## src/rtl/exc_pkg.sv

```systemverilog
// Shared constants for the exception controller: ExcCodes, CP0 register
// indices, flag-vector bit positions and the sequencing FSM state type.
package exc_pkg;

  localparam logic [4:0] EXC_INT  = 5'd0;
  localparam logic [4:0] EXC_ADEL = 5'd4;
  localparam logic [4:0] EXC_ADES = 5'd5;
  localparam logic [4:0] EXC_SYS  = 5'd8;
  localparam logic [4:0] EXC_BP   = 5'd9;
  localparam logic [4:0] EXC_RI   = 5'd10;
  localparam logic [4:0] EXC_OV   = 5'd12;

  localparam int unsigned CP0_BADVADDR = 8;
  localparam int unsigned CP0_STATUS   = 12;
  localparam int unsigned CP0_CAUSE    = 13;
  localparam int unsigned CP0_EPC      = 14;

  // Bit positions inside the exception flag vector, highest priority first
  localparam int unsigned FLG_ADEL_IF = 6;
  localparam int unsigned FLG_RI      = 5;
  localparam int unsigned FLG_OV      = 4;
  localparam int unsigned FLG_SYS     = 3;
  localparam int unsigned FLG_BP      = 2;
  localparam int unsigned FLG_ADEL_D  = 1;
  localparam int unsigned FLG_ADES    = 0;

  typedef enum logic [1:0] {
    ST_IDLE,
    ST_DRAIN,
    ST_COMMIT,
    ST_REDIRECT
  } exc_state_t;

  function automatic logic [31:0] commit_we(input logic eret, input logic addr_err);
    logic [31:0] we;
    we = '0;
    we[CP0_STATUS] = 1'b1;
    if (!eret) begin
      we[CP0_CAUSE]    = 1'b1;
      we[CP0_EPC]      = 1'b1;
      we[CP0_BADVADDR] = addr_err;
    end
    return we;
  endfunction

endpackage

```

## src/rtl/exc_prio_enc.sv

```systemverilog
// Fixed-priority selector: interrupt, then exception flags in order, then ERET.
module exc_prio_enc
  import exc_pkg::*;
(
  input  logic       int_pend,
  input  logic [6:0] flags,
  input  logic       mem_eret,
  output logic       hit,
  output logic       is_eret,
  output logic [4:0] code,
  output logic       is_addr_err
);

  always_comb begin
    hit         = 1'b1;
    is_eret     = 1'b0;
    code        = EXC_INT;
    is_addr_err = 1'b0;
    if (int_pend) begin
      code = EXC_INT;
    end else if (flags[FLG_ADEL_IF]) begin
      code        = EXC_ADEL;
      is_addr_err = 1'b1;
    end else if (flags[FLG_RI]) begin
      code = EXC_RI;
    end else if (flags[FLG_OV]) begin
      code = EXC_OV;
    end else if (flags[FLG_SYS]) begin
      code = EXC_SYS;
    end else if (flags[FLG_BP]) begin
      code = EXC_BP;
    end else if (flags[FLG_ADEL_D]) begin
      code        = EXC_ADEL;
      is_addr_err = 1'b1;
    end else if (flags[FLG_ADES]) begin
      code        = EXC_ADES;
      is_addr_err = 1'b1;
    end else if (mem_eret) begin
      is_eret = 1'b1;
    end else begin
      hit = 1'b0;
    end
  end

endmodule

```

## src/rtl/exc_ctrl.sv

```systemverilog
// Exception/interrupt controller: picks one MEM-stage event, sequences the CP0
// update, flush/stall and fetch redirect. EXC_CTRL_TIMER_INT_EN adds a
// Count/Compare timer interrupt on hw line 5.
module exc_ctrl
  import exc_pkg::*;
#(
  parameter int unsigned      WIDTH      = 32,
  parameter logic [WIDTH-1:0] EXC_VECTOR = 32'hBFC0_0380
) (
  input  logic             clk,
  input  logic             rst,
  input  logic             mem_valid,
  input  logic [WIDTH-1:0] mem_pc,
  input  logic             mem_in_ds,
  input  logic [WIDTH-1:0] mem_addr,
  input  logic             exc_adel_if,
  input  logic             exc_ri,
  input  logic             exc_ov,
  input  logic             exc_sys,
  input  logic             exc_bp,
  input  logic             exc_adel_d,
  input  logic             exc_ades,
  input  logic             mem_eret,
  input  logic             mem_busy,
  input  logic [5:0]       hw_int,
  input  logic [WIDTH-1:0] cp0_status,
  input  logic [WIDTH-1:0] cp0_cause,
  input  logic [WIDTH-1:0] cp0_epc,
  input  logic [WIDTH-1:0] cp0_count,
  input  logic [WIDTH-1:0] cp0_compare,
  input  logic             compare_we,
  output logic [31:0]      cp0_we,
  output logic [WIDTH-1:0] cp0_epc_o,
  output logic [WIDTH-1:0] cp0_badvaddr_o,
  output logic [4:0]       cp0_exccode,
  output logic             cp0_bd,
  output logic             cp0_exl,
  output logic [5:0]       cp0_hw_int,
  output logic             stall,
  output logic             flush,
  output logic             redirect_valid,
  output logic [WIDTH-1:0] redirect_pc,
  input  logic             redirect_ready
);

  exc_state_t       state;
  logic             int_pend;
  logic [6:0]       flags;
  logic             hit, is_eret, is_addr_err;
  logic [4:0]       code;
  logic             accept;
  logic             lat_eret, lat_addr_err;
  logic             go_commit, c_eret, c_addr_err;
  logic [WIDTH-1:0] epc_calc, badv_calc;
  logic             unused_bits;

`ifdef EXC_CTRL_TIMER_INT_EN
  logic timer_pend;

  always_ff @(posedge clk) begin
    if (rst || compare_we)
      timer_pend <= 1'b0;
    else if (cp0_count == cp0_compare && cp0_compare != '0)
      timer_pend <= 1'b1;
  end

  assign cp0_hw_int = {hw_int[5] | timer_pend, hw_int[4:0]};
  assign unused_bits = ^{cp0_status[WIDTH-1:16], cp0_status[7:2],
                         cp0_cause[WIDTH-1:10], cp0_cause[7:0]};
`else
  assign cp0_hw_int = hw_int;
  assign unused_bits = ^{cp0_status[WIDTH-1:16], cp0_status[7:2],
                         cp0_cause[WIDTH-1:10], cp0_cause[7:0],
                         cp0_count, cp0_compare, compare_we};
`endif

  assign int_pend = cp0_status[0] & ~cp0_status[1] &
                    (|(cp0_status[15:8] & {cp0_hw_int, cp0_cause[9:8]}));

  assign flags = {exc_adel_if, exc_ri, exc_ov, exc_sys, exc_bp, exc_adel_d, exc_ades};

  exc_prio_enc u_prio (
    .int_pend    (int_pend),
    .flags       (flags),
    .mem_eret    (mem_eret),
    .hit         (hit),
    .is_eret     (is_eret),
    .code        (code),
    .is_addr_err (is_addr_err)
  );

  assign accept    = mem_valid & hit;
  assign epc_calc  = mem_in_ds ? mem_pc - WIDTH'(4) : mem_pc;
  // Only the fetch error outranks the data errors, so its flag alone picks the source
  assign badv_calc = exc_adel_if ? mem_pc : mem_addr;

  // Entry into COMMIT comes either straight from IDLE (use the live encoder
  // result) or from DRAIN (use the values latched at accept).
  assign go_commit  = (state == ST_IDLE && accept && !mem_busy) ||
                      (state == ST_DRAIN && !mem_busy);
  assign c_eret     = (state == ST_IDLE) ? is_eret : lat_eret;
  assign c_addr_err = (state == ST_IDLE) ? is_addr_err : lat_addr_err;

  always_ff @(posedge clk) begin
    if (rst) begin
      state          <= ST_IDLE;
      cp0_we         <= '0;
      cp0_epc_o      <= '0;
      cp0_badvaddr_o <= '0;
      cp0_exccode    <= '0;
      cp0_bd         <= 1'b0;
      cp0_exl        <= 1'b0;
      stall          <= 1'b0;
      flush          <= 1'b0;
      redirect_valid <= 1'b0;
      redirect_pc    <= '0;
      lat_eret       <= 1'b0;
      lat_addr_err   <= 1'b0;
    end else begin
      cp0_we  <= '0;
      cp0_exl <= 1'b0;
      flush   <= 1'b0;
      if (go_commit) begin
        cp0_we  <= commit_we(c_eret, c_addr_err);
        cp0_exl <= ~c_eret;
        flush   <= 1'b1;
      end
      unique case (state)
        ST_IDLE: begin
          if (accept) begin
            lat_eret     <= is_eret;
            lat_addr_err <= is_addr_err;
            cp0_exccode  <= code;
            cp0_bd       <= mem_in_ds;
            cp0_epc_o    <= epc_calc;
            if (is_addr_err)
              cp0_badvaddr_o <= badv_calc;
            stall <= 1'b1;
            state <= mem_busy ? ST_DRAIN : ST_COMMIT;
          end
        end
        ST_DRAIN: begin
          if (!mem_busy)
            state <= ST_COMMIT;
        end
        ST_COMMIT: begin
          redirect_valid <= 1'b1;
          redirect_pc    <= lat_eret ? cp0_epc : EXC_VECTOR;
          state          <= ST_REDIRECT;
        end
        ST_REDIRECT: begin
          if (redirect_ready) begin
            redirect_valid <= 1'b0;
            stall          <= 1'b0;
            state          <= ST_IDLE;
          end
        end
      endcase
    end
  end

endmodule
```

## config.mk

```make
export PLATFORM = sky130hd
export DESIGN_NAME = exc_ctrl
export DESIGN_NICKNAME = d
export VERILOG_FILES = /design/src/rtl/exc_pkg.sv /design/src/rtl/exc_prio_enc.sv /design/src/rtl/exc_ctrl.sv
export SDC_FILE = /design/constraint.sdc
export NUM_CORES = 1
export LEC_CHECK = 0
export ABC_AREA = 1
export BUFFER_PORTS_ARGS = -buffer_cell sky130_fd_sc_hd__buf_4
export CAP_MARGIN = 20
export CORE_AREA = 2 2 150 152
export DETAILED_ROUTE_END_ITERATION = 8
export DIE_AREA = 0 0 152 154
export SLEW_MARGIN = 20
export SYNTH_ARGS = -nofsm -noshare
export SYNTH_HDL_FRONTEND = slang
export SYNTH_SLANG_ARGS = --single-unit
```

## constraint.sdc

```tcl
create_clock -name clk -period 4.4 [get_ports clk]
set_input_delay 0.44 -clock clk [delete_from_list [all_inputs] [get_ports clk]]
set_output_delay 0.44 -clock clk [all_outputs]
set_load 0.005 [all_outputs]
```

==> results of run 1 <==
==> synth_stat cells, drive strengths merged <==
library cell | n | area share (%)
a21oi | 94 | 8.2
a22oi | 1 | 0.13
a31oi | 1 | 0.11
and3 | 1 | 0.11
buf | 58 | 7.7
clkbuf | 25 | 1.6
conb | 1 | 0.065
dfxtp | 110 | 38
ha | 6 | 1.3
inv | 57 | 3.7
nand2 | 237 | 16
nand3 | 33 | 3.9
nand4 | 38 | 4.1
nor2 | 83 | 6.4
nor3 | 3 | 0.45
o21ai | 61 | 5.3
o221a | 12 | 2.3
or2 | 2 | 0.22
xor2 | 5 | 0.75
==> kinds of logic (layout without fill, tap and decap cells) <==
family          after synthesis  after routing
simple gates                397            397
compound gates              169            169
buf+inv                     140            318
flops                       110            110
fa+ha+maj                     6              6
xor+xnor                      5              5
other cells                   1             29
==> worst max-delay path, cell delays in order <==
cell and delay, ns:
buf_4 0.16, inv_2 0.05, nand2_2 0.13, nor3_4 0.07, nand2_4 0.38, nand3_4 0.36
inv_2 0.67, o21ai_0 0.35, a21oi_1 0.19
==> where the power goes <==
| group | switching, mW | internal, mW | leakage, nW | total (mW) |
|---|---|---|---|---|
| Combinational | 0.355 | 0.290 | 2.56 | 0.645 |
| Clock | 0.425 | 0.509 | 0.162 | 0.934 |
| Sequential | 0.0495 | 1.08 | 0.899 | 1.13 |
==> final cells by class <==
type / instances / area [µm²]
Timing Repair Buffer: 245 / 1840
Clock buffer: 9 / 225
Multi-Input combinational cell: 606 / 2960
Tap cell: 280 / 350
Sequential cell: 110 / 2200
Inverter: 57 / 214
Fill cell: 2348 / 13800
Clock inverter: 7 / 103
==> stage by stage <==
stage | cell area [µm²] | setup slack, ns
after floorplan | 5910 | 2.75
after global placement | 7560 | 1.46
after detailed placement | 7560 | 1.47
after CTS | 7890 | 1.82
after global routing | 7890 | 1.61
final | 7890 | 1.87
==> path summary, 6_finish.rpt <==
path,start,end
worst max-delay path,exc_adel_if,cp0_epc_o[10]
worst min-delay path,cp0_epc[20],redirect_pc[20]
worst max register to register,state[0],cp0_badvaddr_o[30]
worst min register to register,redirect_pc[18],redirect_pc[18]
==> state kept, by name (all words and copies together), names as in the netlist <==
signal / cells
cp0_epc_o: 32
lat_eret: 1
redirect_pc: 32
cp0_bd: 1
stall: 1
cp0_we: 3
state: 2
cp0_exccode: 4
cp0_badvaddr_o: 32
lat_addr_err: 1
redirect_valid: 1
==> metal layers <==
| layer | vias up | wire length [µm] |
|---|---|---|
| met1 | 2792 | 9900 |
| met3 | 22 | 1380 |
| met4 | 0 | 440 |
| li1 | 3055 | - |
| met2 | 232 | 9280 |
| met5 | - | 0 |
==> cell usage in the layout, fill, tap and decap left out <==
cell       count
clkinv_2       1
o21ai_1        9
nor2_1        73
nor2_4         4
clkbuf_16      9
inv_1         54
nor2_8         1
buf_4        245
dfxtp_1      110
a21oi_1       93
nand3_4        4
a21oi_2        1
inv_8          1
inv_6          2
nor2_2         5
conb_1        29
o221a_2       12
nand2_2        4
nand2_1      230
nor3_4         1
nand4_1       38
bufinv_16      2
a31oi_1        1
o21ai_0       52
inv_2          3
nor3_1         2
nand3_2        2
and3_1         1
nand3_1       27
a22oi_1        1
ha_1           6
nand2_4        3
xor2_1         5
clkinv_4       1
or2_2          2
==> out/metrics.yaml, run 1 <==
synthSimpleGateAreaFrac_pct: 31.0
cap_viol_max_count: 0
use_met2_pct: 26.0
synth_compound_area_share_pct: 16.0
leakagePower_nw: 3.62
cts_tree: "done"
synthAdderAreaFrac_pct: 1.29
postCtsSetupBuffers: 0
cts_hold_buf: 0
grt_pass1_wl_um: 31900
setup_viol: 0
grt_use_met3_pct: 3.58
drc: 0
power_density_nw_per_um2: 344
clock_path_buffers: 2
reg2reg_depth: 7
timing.final.crit_share_pct: 57.6
post-dp-hpwl_um: 15300
ir_drop_uv: 155
first_pass_iters: 5
yosysWarnings: 0
finalCriticalPeriod_ns: 2.53
worstSetupPathType: "input port to flop"
rows: 54
post-route-util_pct: 36.4
rsz0062_at_grt: "false"
fin_worst_skew_ns: 0.0124
start_util_pct: 26.8
placedCellCount: 1298
worstHoldPathType: "input port to flop"
synthXorXnorAreaFrac_pct: 0.754
cts.repair.resized: 0
grt_pass1_vias: 5670
grt_usage_pct: 17.1
worstSetupStartpointType: "input port"
wire_per_inst_um: 16.0
vias: 6101
fin_nets: 1280
hold_depth: 3
antenna_found_initial: 0
synth_area_um2: 5810
drive_above_1_share_pct: 29.3
top_usage_layer: "met2"
hold_viol: 0
hold_slack_ns: 0.327
stdcell_count: 1314
overflow: 0
postRouteWirelength_um: 21000
antenna_cells: 0
ys_seq_elements: 110
numCtsBuffers: 9
cp.required_ns: 4.69
cp_max_fo: 40
syn_inst: 828
ios: 389
tns_ns: 0
cts_htree_levels: 3
grt_max_degree: 76
slew-limit-headroom_pct: 41.0
via_per_inst: 4.64
port_buffers: 242
synthMuxAreaShare_pct: 0
tightest_slew_ns: 0.884
fp.dieArea_um2: 23400
grt_use_met1_pct: 23.9
synth_area_per_cell_um2: 7.02
antenna_left: 0
fmax_ghz: 0.395
place_congestion: 0.825
status: "completed"
slew_violations: 0
yosysUniqueCellTypes: 33
clock_sinks: 110
worst_setup_path_end_kind: "flop"
die_x_um: 152
synth_top_family_by_area: "simple AND/OR/NAND/NOR gates"
die_y_um: 154
syn2layout_area_growth_pct: 35.8
reg2reg_slack_ns: 1.90
drt-initial-drc-count: 433
clk_pin_slew_ns: 0.08
total_power_mw: 2.71
yosysSeqAreaShare_pct: 37.9
cp_data_arrival_time_ns: 2.82
cts_root_buffer: "clkbuf_16"
clk_latency_ns: 0.36
core-area_um2: 21700
No activity file was read; power rests on OpenSTA's default activity.
==> inputs of run 2 (changes only) <==
- ABC_AREA: 1 -> 0
- CORE_AREA: 2 2 150 152 -> 2 2 151 153
- DIE_AREA: 0 0 152 154 -> 0 0 153 155
- clock period: 4.4 -> 2.11 ns (I/O delays scaled with it)
==> run 2 against run 1 <==
Net effect: sequential cell count did not move; combinational power rose to 3.9 times the previous value; die area rose by 1.3%; routed wire length fell by 0.89%; area after synthesis fell by 5.4%; design area fell by 0.84%; critical path type is now flop to flop.
==> out/metrics.yaml, run 2 <==
status: "completed"  # unchanged
mostFrequentLayoutCells: "buf_4, dfxtp_1, a21oi_1"  # was buf_4, nand2_1, dfxtp_1
cp_max_fo: 33  # was 40
cpMaxStageDelayCell: "buf_4"  # was inv_2
r2r-start: "state[1]"  # was state[0]
die_x_um: 153  # was 152 µm
final_common_cell: "buf_4"  # unchanged
slowest_delay_ns: 0.38  # was 0.67 ns
crit_path_frequent_cell: "and2_1"  # was inv_2
ys.flop_type: "dfxtp_1"  # unchanged
fin_nets: 1094  # was 1,280
slew-limit-headroom_pct: 52.3  # was 41.0%
rsz0062_at_grt: "false"  # unchanged
yosysSeqAreaShare_pct: 40.1  # was 37.9%
synthTopCellsByCount: "dfxtp_1, a21oi_1, a211oi_1, clkbuf_1, nor2_1"  # was nand2_1, dfxtp_1, a21oi_1, nor2_1, inv_1
leakagePower_nw: 3.36  # was 3.62 nW
via_per_inst: 4.88  # was 4.64
clk_pin_slew_ns: 0.08  # about the same
clock_sinks: 110  # unchanged
worstSetupStartpoint: "state[1]"  # was exc_adel_if
fmax_ghz: 0.551
yosysWarnings: 0  # unchanged
drt-initial-drc-count: 296  # was 433
wire_per_inst_um: 18.4  # was 16.0 µm
drive_above_1_share_pct: 34.8  # was 29.3%
finalCriticalPeriod_ns: 1.82
cts_root_buffer: "clkbuf_16"  # unchanged
cts_tree: "done"  # unchanged
fin_worst_skew_ns: 0.0131  # was 0.0124 ns
synth_area_leader_cell: "dfxtp_1"  # unchanged
yosysMostFrequentCell: "dfxtp_1"  # was nand2_1
hold_viol: 0  # unchanged
synth_area_um2: 5500  # was 5810 µm²
tns_ns: 0  # unchanged
hold_depth: 2  # was 3
reg2reg_to: "cp0_epc_o[7]"  # was cp0_badvaddr_o[30]
numCtsBuffers: 9  # unchanged
grt_pass1_wl_um: 32000  # was 31,900 µm
post-dp-hpwl_um: 15800  # was 15,300 µm
core-area_um2: 22200  # was 21,700 µm²
drc: 0  # unchanged
reg2reg_depth: 7  # unchanged
syn2layout_area_growth_pct: 42.4  # was 35.8%
antenna_cells: 0  # unchanged
reg_top3: "cp0_badvaddr_o: 32 flops, cp0_epc_o: 32 flops, redirect_pc: 32 flops"  # unchanged
hold_slack_ns: 0.0693  # was 0.327 ns
post-route-util_pct: 35.2  # was 36.4%
ios: 389  # unchanged
grt_usage_pct: 17.3  # was 17.1%
dpl_cell_area_um2: 7540  # was 7560 µm²
netlist.area_leader.share_pct: 40.1  # was 37.9%
place_congestion: 0.844  # was 0.825
overflow: 0  # unchanged
reg2reg_slack_ns: 0.29  # was 1.90 ns
cts.repair.resized: 0  # unchanged
postRouteWirelength_um: 20800  # was 21,000 µm
cp_data_arrival_time_ns: 2.08  # was 2.82 ns
timing.final.crit_share_pct: 86.0
vias: 5524  # was 6,101
worstHoldPathType: "input port to flop"  # unchanged
async_flop_share_pct: 0  # unchanged
final_area_um2: 7820  # was 7890 µm²
worst_setup_path_end_kind: "flop"  # unchanged
power_density_nw_per_um2: 885  # was 344 nW/µm²
critical_path_buf_inv_count: 2  # was 3
cp_top_family: "buffers and inverters"  # was simple AND/OR/NAND/NOR gates
synth_edf_count: 0  # unchanged
slew_violations: 0  # unchanged
worstPathCellList: "inv_1 -> ha_1 -> and2_1 -> and2_1 -> buf_4 -> a21oi_1 -> a311oi_1"  # was buf_4 -> inv_2 -> nand2_2 -> nor3_4 -> nand2_4 -> nand3_4 -> inv_2 -> o21ai_0 -> a21oi_1
cap_viol_max_count: 0  # unchanged
setup_viol: 0  # unchanged
total_power_mw: 6.92  # was 2.71 mW
worstSetupStartpointType: "flop"  # was input port
tightest_slew_ns: 0.716  # was 0.884 ns
clock_path_buffers: 2  # unchanged
grt_max_degree: 59  # was 76
start_util_pct: 24.7  # was 26.8%
syn_inst: 631  # was 828
die_y_um: 155  # was 154 µm
ir_drop_uv: 443  # was 155 µV
fp.dieArea_um2: 23700  # was 23,400 µm²
endpoint: "cp0_epc_o[7]"  # was cp0_epc_o[10]
worstSetupPathType: "flop to flop"  # was input port to flop
cts_htree_levels: 3  # unchanged
first_pass_iters: 5  # unchanged
port_buffers: 242  # unchanged
cp.depth: 7  # was 9
synth_area_leaders: "dfxtp_1, a211oi_1, mux2i_1"  # was dfxtp_1, nand2_1, a21oi_1
postCtsSetupBuffers: 0  # unchanged
ys_seq_elements: 110  # unchanged
cts_hold_buf: 0  # unchanged
synth_area_per_cell_um2: 8.71  # was 7.02 µm²
cp.required_ns: 2.38  # was 4.69 ns
clk_latency_ns: 0.36  # about the same
yosysUniqueCellTypes: 55  # was 33
antenna_left: 0  # unchanged
rows: 55  # was 54
grt_pass1_vias: 5475  # was 5,670
antenna_found_initial: 0  # unchanged
## run 2: worst reg2reg max path, delay by kind of cell, from the launching register on
kind	cells	cell delay [ns]
AOI/OAI and AO/OA	2	0.40
adders and majority gates	1	0.18
buffers and inverters	2	0.49
DFF	1	0.35
and+or+nand+nor	2	0.31
## run 2: where the power goes
| group | leakage (nW) | internal, mW | switching [mW] |
|---|---|---|---|
| registers | 0.901 | 2.47 | 0.236 |
| clock network | 0.139 | 0.842 | 0.835 |
| logic | 2.32 | 1.25 | 1.28 |
| total | 3.36 | 4.57 | 2.35 |
## run 2: worst min path at each step
stage	start	to	slack (ns)
global route	mem_busy	cp0_we[8]	0.07
floorplan	mem_busy	cp0_we[8]	0.29
finish	mem_busy	cp0_we[8]	0.07
detailed placement	mem_busy	cp0_we[8]	0.44
global placement	mem_busy	cp0_we[8]	0.43
CTS	mem_busy	cp0_we[12]	0.05
## run 2: stage by stage
step | worst slack, ns | cells
after CTS | 0.267 | 1133
after floorplan | 0.103 | 659
final | 0.294 | 1133
after detailed placement | 0.0464 | 1117
after global routing | 0.0553 | 1133
after global placement | 0.0757 | 1117
## run 2: cells by family (layout without fill, tap and decap cells)
group | count (synthesis) | in the layout | share of synthesized area (%)
multiplexers | 33 | 33 | 6.01
adder cells (fa/ha/maj) | 6 | 6 | 1.37
AO/OA/AOI/OAI | 199 | 199 | 22.8
buffers and inverters | 100 | 289 | 9.47
XOR/XNOR | 27 | 27 | 4.30
AND/OR/NAND/NOR | 155 | 155 | 15.9
flip-flops | 110 | 110 | 40.1
other | 1 | 29 | 0.0682
## run 2: final cells by class
class	instances	area, µm²
clock buffer	10	239
clock inverter	6	43.8
fill	2335	14400
inverter	6	22.5
multi-input combinational	449	2880
sequential	110	2200
tap	285	357
timing repair buffer	267	2080
## run 2: metal layers
metal | up-vias | GRT usage (%) | part of all wire [%]
met5 | - | 0 | 0
met4 | 0 | 4.89 | 2.0
met3 | 20 | 6.57 | 11
met2 | 284 | 29.4 | 47
met1 | 2545 | 20.4 | 40
li1 | 2675 | - | -
==> inputs of run 3 (changes only) <==
- CTS_BUF_LIST: not set -> sky130_fd_sc_hd__clkbuf_16
==> run 3 against run 2 <==
Net effect: die area unchanged; critical path depth unchanged; core utilization about the same; critical endpoint unchanged; clock skew about the same; worst setup slack better by 0.0069 ns; count of clock-buffer cells in the layout down 1; first-iteration DRC count down 6.4%; register-to-register slack about the same; sequential power about the same; power down 0.56%.
==> out/metrics.yaml, run 3 (synthesis gave the netlist of run 2 again) <==
status: "completed"  # unchanged
hold_viol: 0  # unchanged
holdPathEnd: "cp0_we[8]"  # unchanged
grt_max_degree: 59  # unchanged
post-route-util_pct: 35.2  # about the same
reg_top3: "cp0_badvaddr_o: 32 flops, cp0_epc_o: 32 flops, redirect_pc: 32 flops"  # unchanged
leakagePower_nw: 3.35  # was 3.36 nW
post-dp-hpwl_um: 15800  # unchanged
cts_htree_levels: 3  # unchanged
power_density_nw_per_um2: 881  # was 885 nW/µm²
worstHoldPathType: "input port to flop"  # unchanged
clock_path_buffers: 2  # unchanged
ir_drop_uv: 443  # about the same
overflow: 0  # unchanged
drc: 0  # unchanged
top_usage_layer: "met2"  # unchanged
worstPathCellList: "inv_1 -> ha_1 -> and2_1 -> and2_1 -> buf_4 -> a21oi_1 -> a311oi_1"  # unchanged
vias: 5514  # was 5,524
rows: 55  # unchanged
hold_slack_ns: 0.0703  # was 0.0693 ns
p_switching_mw: 2.35  # about the same
finalCriticalPeriod_ns: 1.81  # was 1.82 ns
cp_max_fo: 33  # unchanged
cp.required_ns: 2.38  # about the same
slowest_delay_ns: 0.38  # about the same
dp_slack_ns: 0.0464  # unchanged
regArea_um2: 2200  # unchanged
clkPwrFrac_pct: 23.8  # was 24.2%
fp.dieArea_um2: 23700  # unchanged
cts_tree: "done"  # unchanged
reg2reg_to: "cp0_epc_o[7]"  # unchanged
grt_use_met3_pct: 6.57  # unchanged
antenna_cells: 0  # unchanged
tightest_slew_ns: 0.713  # was 0.716 ns
mostFrequentLayoutCells: "buf_4, dfxtp_1, a21oi_1"  # unchanged
drt-initial-drc-count: 277  # was 296
rsz0062_at_grt: "false"  # unchanged
grt_use_met1_pct: 20.4  # about the same
postCtsSetupBuffers: 0  # unchanged
swShare_pct: 34.1  # was 34.0%
cp_top_family: "buffers and inverters"  # unchanged
cts_hold_buf: 0  # unchanged
clock_sinks: 110  # unchanged
start_util_pct: 24.7  # unchanged
stdcell_count: 1133  # unchanged
first_pass_iters: 5  # unchanged
clk_pin_slew_ns: 0.08  # about the same
critical_path_buf_inv_count: 2  # unchanged
cpMaxStageDelayCell: "buf_4"  # unchanged
fin_nets: 1094  # unchanged
worstSetupStartpointType: "flop"  # unchanged
reg2reg_depth: 7  # unchanged
drive_above_1_share_pct: 34.7  # was 34.8%
multi_input_area_um2: 2880  # unchanged
timing.final.crit_share_pct: 85.7  # was 86.0%
antenna_left: 0  # unchanged
postRouteWirelength_um: 20800  # about the same
cp_data_arrival_time_ns: 2.08  # about the same
place_congestion: 0.844  # unchanged
reg2reg_slack_ns: 0.30  # was 0.29 ns
combPwrFrac_pct: 36.8  # was 36.6%
slew-limit-headroom_pct: 52.5  # was 52.3%
fin_worst_skew_ns: 0.0131  # about the same
die_x_um: 153  # unchanged
fmax_ghz: 0.553  # was 0.551 GHz
worst_setup_path_end_kind: "flop"  # unchanged
r2r-start: "state[1]"  # unchanged
grt_pass1_wl_um: 32000  # about the same
hp-start: "mem_busy"  # unchanged
grt_usage_pct: 17.3  # about the same
tns_ns: 0  # unchanged
clk_latency_ns: 0.36  # about the same
port_buffers: 242  # unchanged
timing.final.ws_setup_ns: 0.301  # was 0.294 ns
placedCellCount: 1117  # unchanged
core-area_um2: 22200  # unchanged
via_per_inst: 4.87  # was 4.88
setup_viol: 0  # unchanged
antenna_found_initial: 0  # unchanged
worstSetupPathType: "flop to flop"  # unchanged
wire_per_inst_um: 18.4  # about the same
final_common_cell: "buf_4"  # unchanged
cts_root_buffer: "clkbuf_16"  # unchanged
grt_pass1_vias: 5467  # was 5,475
ios: 389  # unchanged
numCtsBuffers: 9  # unchanged
crit_path_frequent_cell: "and2_1"  # unchanged
slew_violations: 0  # unchanged
die_y_um: 155  # unchanged
nFillCells: 2338  # was 2,335
seqPwrFrac_pct: 39.3  # was 39.1%
intPower_mw: 4.53  # was 4.57 mW
syn2layout_area_growth_pct: 42.2  # was 42.4%
hold_depth: 2  # unchanged
cts.repair.resized: 0  # unchanged
use_met2_pct: 29.3  # was 29.4%
cap_viol_max_count: 0  # unchanged
## run 3: cell count changes in the layout (fill, tap and decap cells not counted)
| cell | before | now |
|---|---|---|
| clkinv_1 | 0 | 1 |
| clkbuf_8 | 1 | 0 |
## run 3: layout make-up
type / instances / area share [%]
Multi-Input combinational cell: 449 / 36.9
Clock buffer: 9 / 2.88
Inverter: 6 / 0.288
Tap cell: 285 / 4.56
Clock inverter: 7 / 0.608
Timing Repair Buffer: 267 / 26.6
Sequential cell: 110 / 28.2
## run 3: stage by stage
step           power (mW)  cell area (µm²)
2_1_floorplan        4.02             5600
3_3_place_gp         5.29             7540
3_5_place_dp         5.31             7540
4_1_cts              6.98             7810
5_1_grt              7.35             7810
6_report             6.88             7810
## run 3: power by group through the flow
stage / clock, mW / combinational, mW / sequential (mW)
floorplan: 0 / 1.27 / 2.75
global placement: 0 / 2.54 / 2.75
detailed placement: 0 / 2.55 / 2.75
CTS: 1.71 / 2.56 / 2.71
global route: 1.79 / 2.79 / 2.76
finish: 1.64 / 2.54 / 2.71
## run 3: worst max path at each step
| stage | start | end | depth (start not counted) |
|---|---|---|---|
| after floorplan | state[0] | cp0_epc_o[16] | 9 |
| after global placement | mem_pc[19] | cp0_epc_o[29] | 6 |
| after detailed placement | mem_pc[19] | cp0_epc_o[29] | 6 |
| after CTS | state[1] | cp0_epc_o[29] | 7 |
| after global routing | state[1] | cp0_epc_o[29] | 7 |
| final | state[1] | cp0_epc_o[7] | 7 |
## run 3: worst reg2reg max path: stages (launching register included)
cell and delay (ns):
dfxtp_1 0.35, inv_1 0.11, ha_1 0.18, and2_1 0.14, and2_1 0.17, buf_4 0.38, a21oi_1 0.14, a311oi_1 0.26
## run 3: routing by layer
layer  part of all wire [%]  routed length [µm]  vias to the layer above
li1                       -                   -                     2675
met3                     10                2180                       20
met1                     40                8430                     2542
met5                      0                   0                        -
met4                    1.9                 406                        0
met2                     47                9820                      277
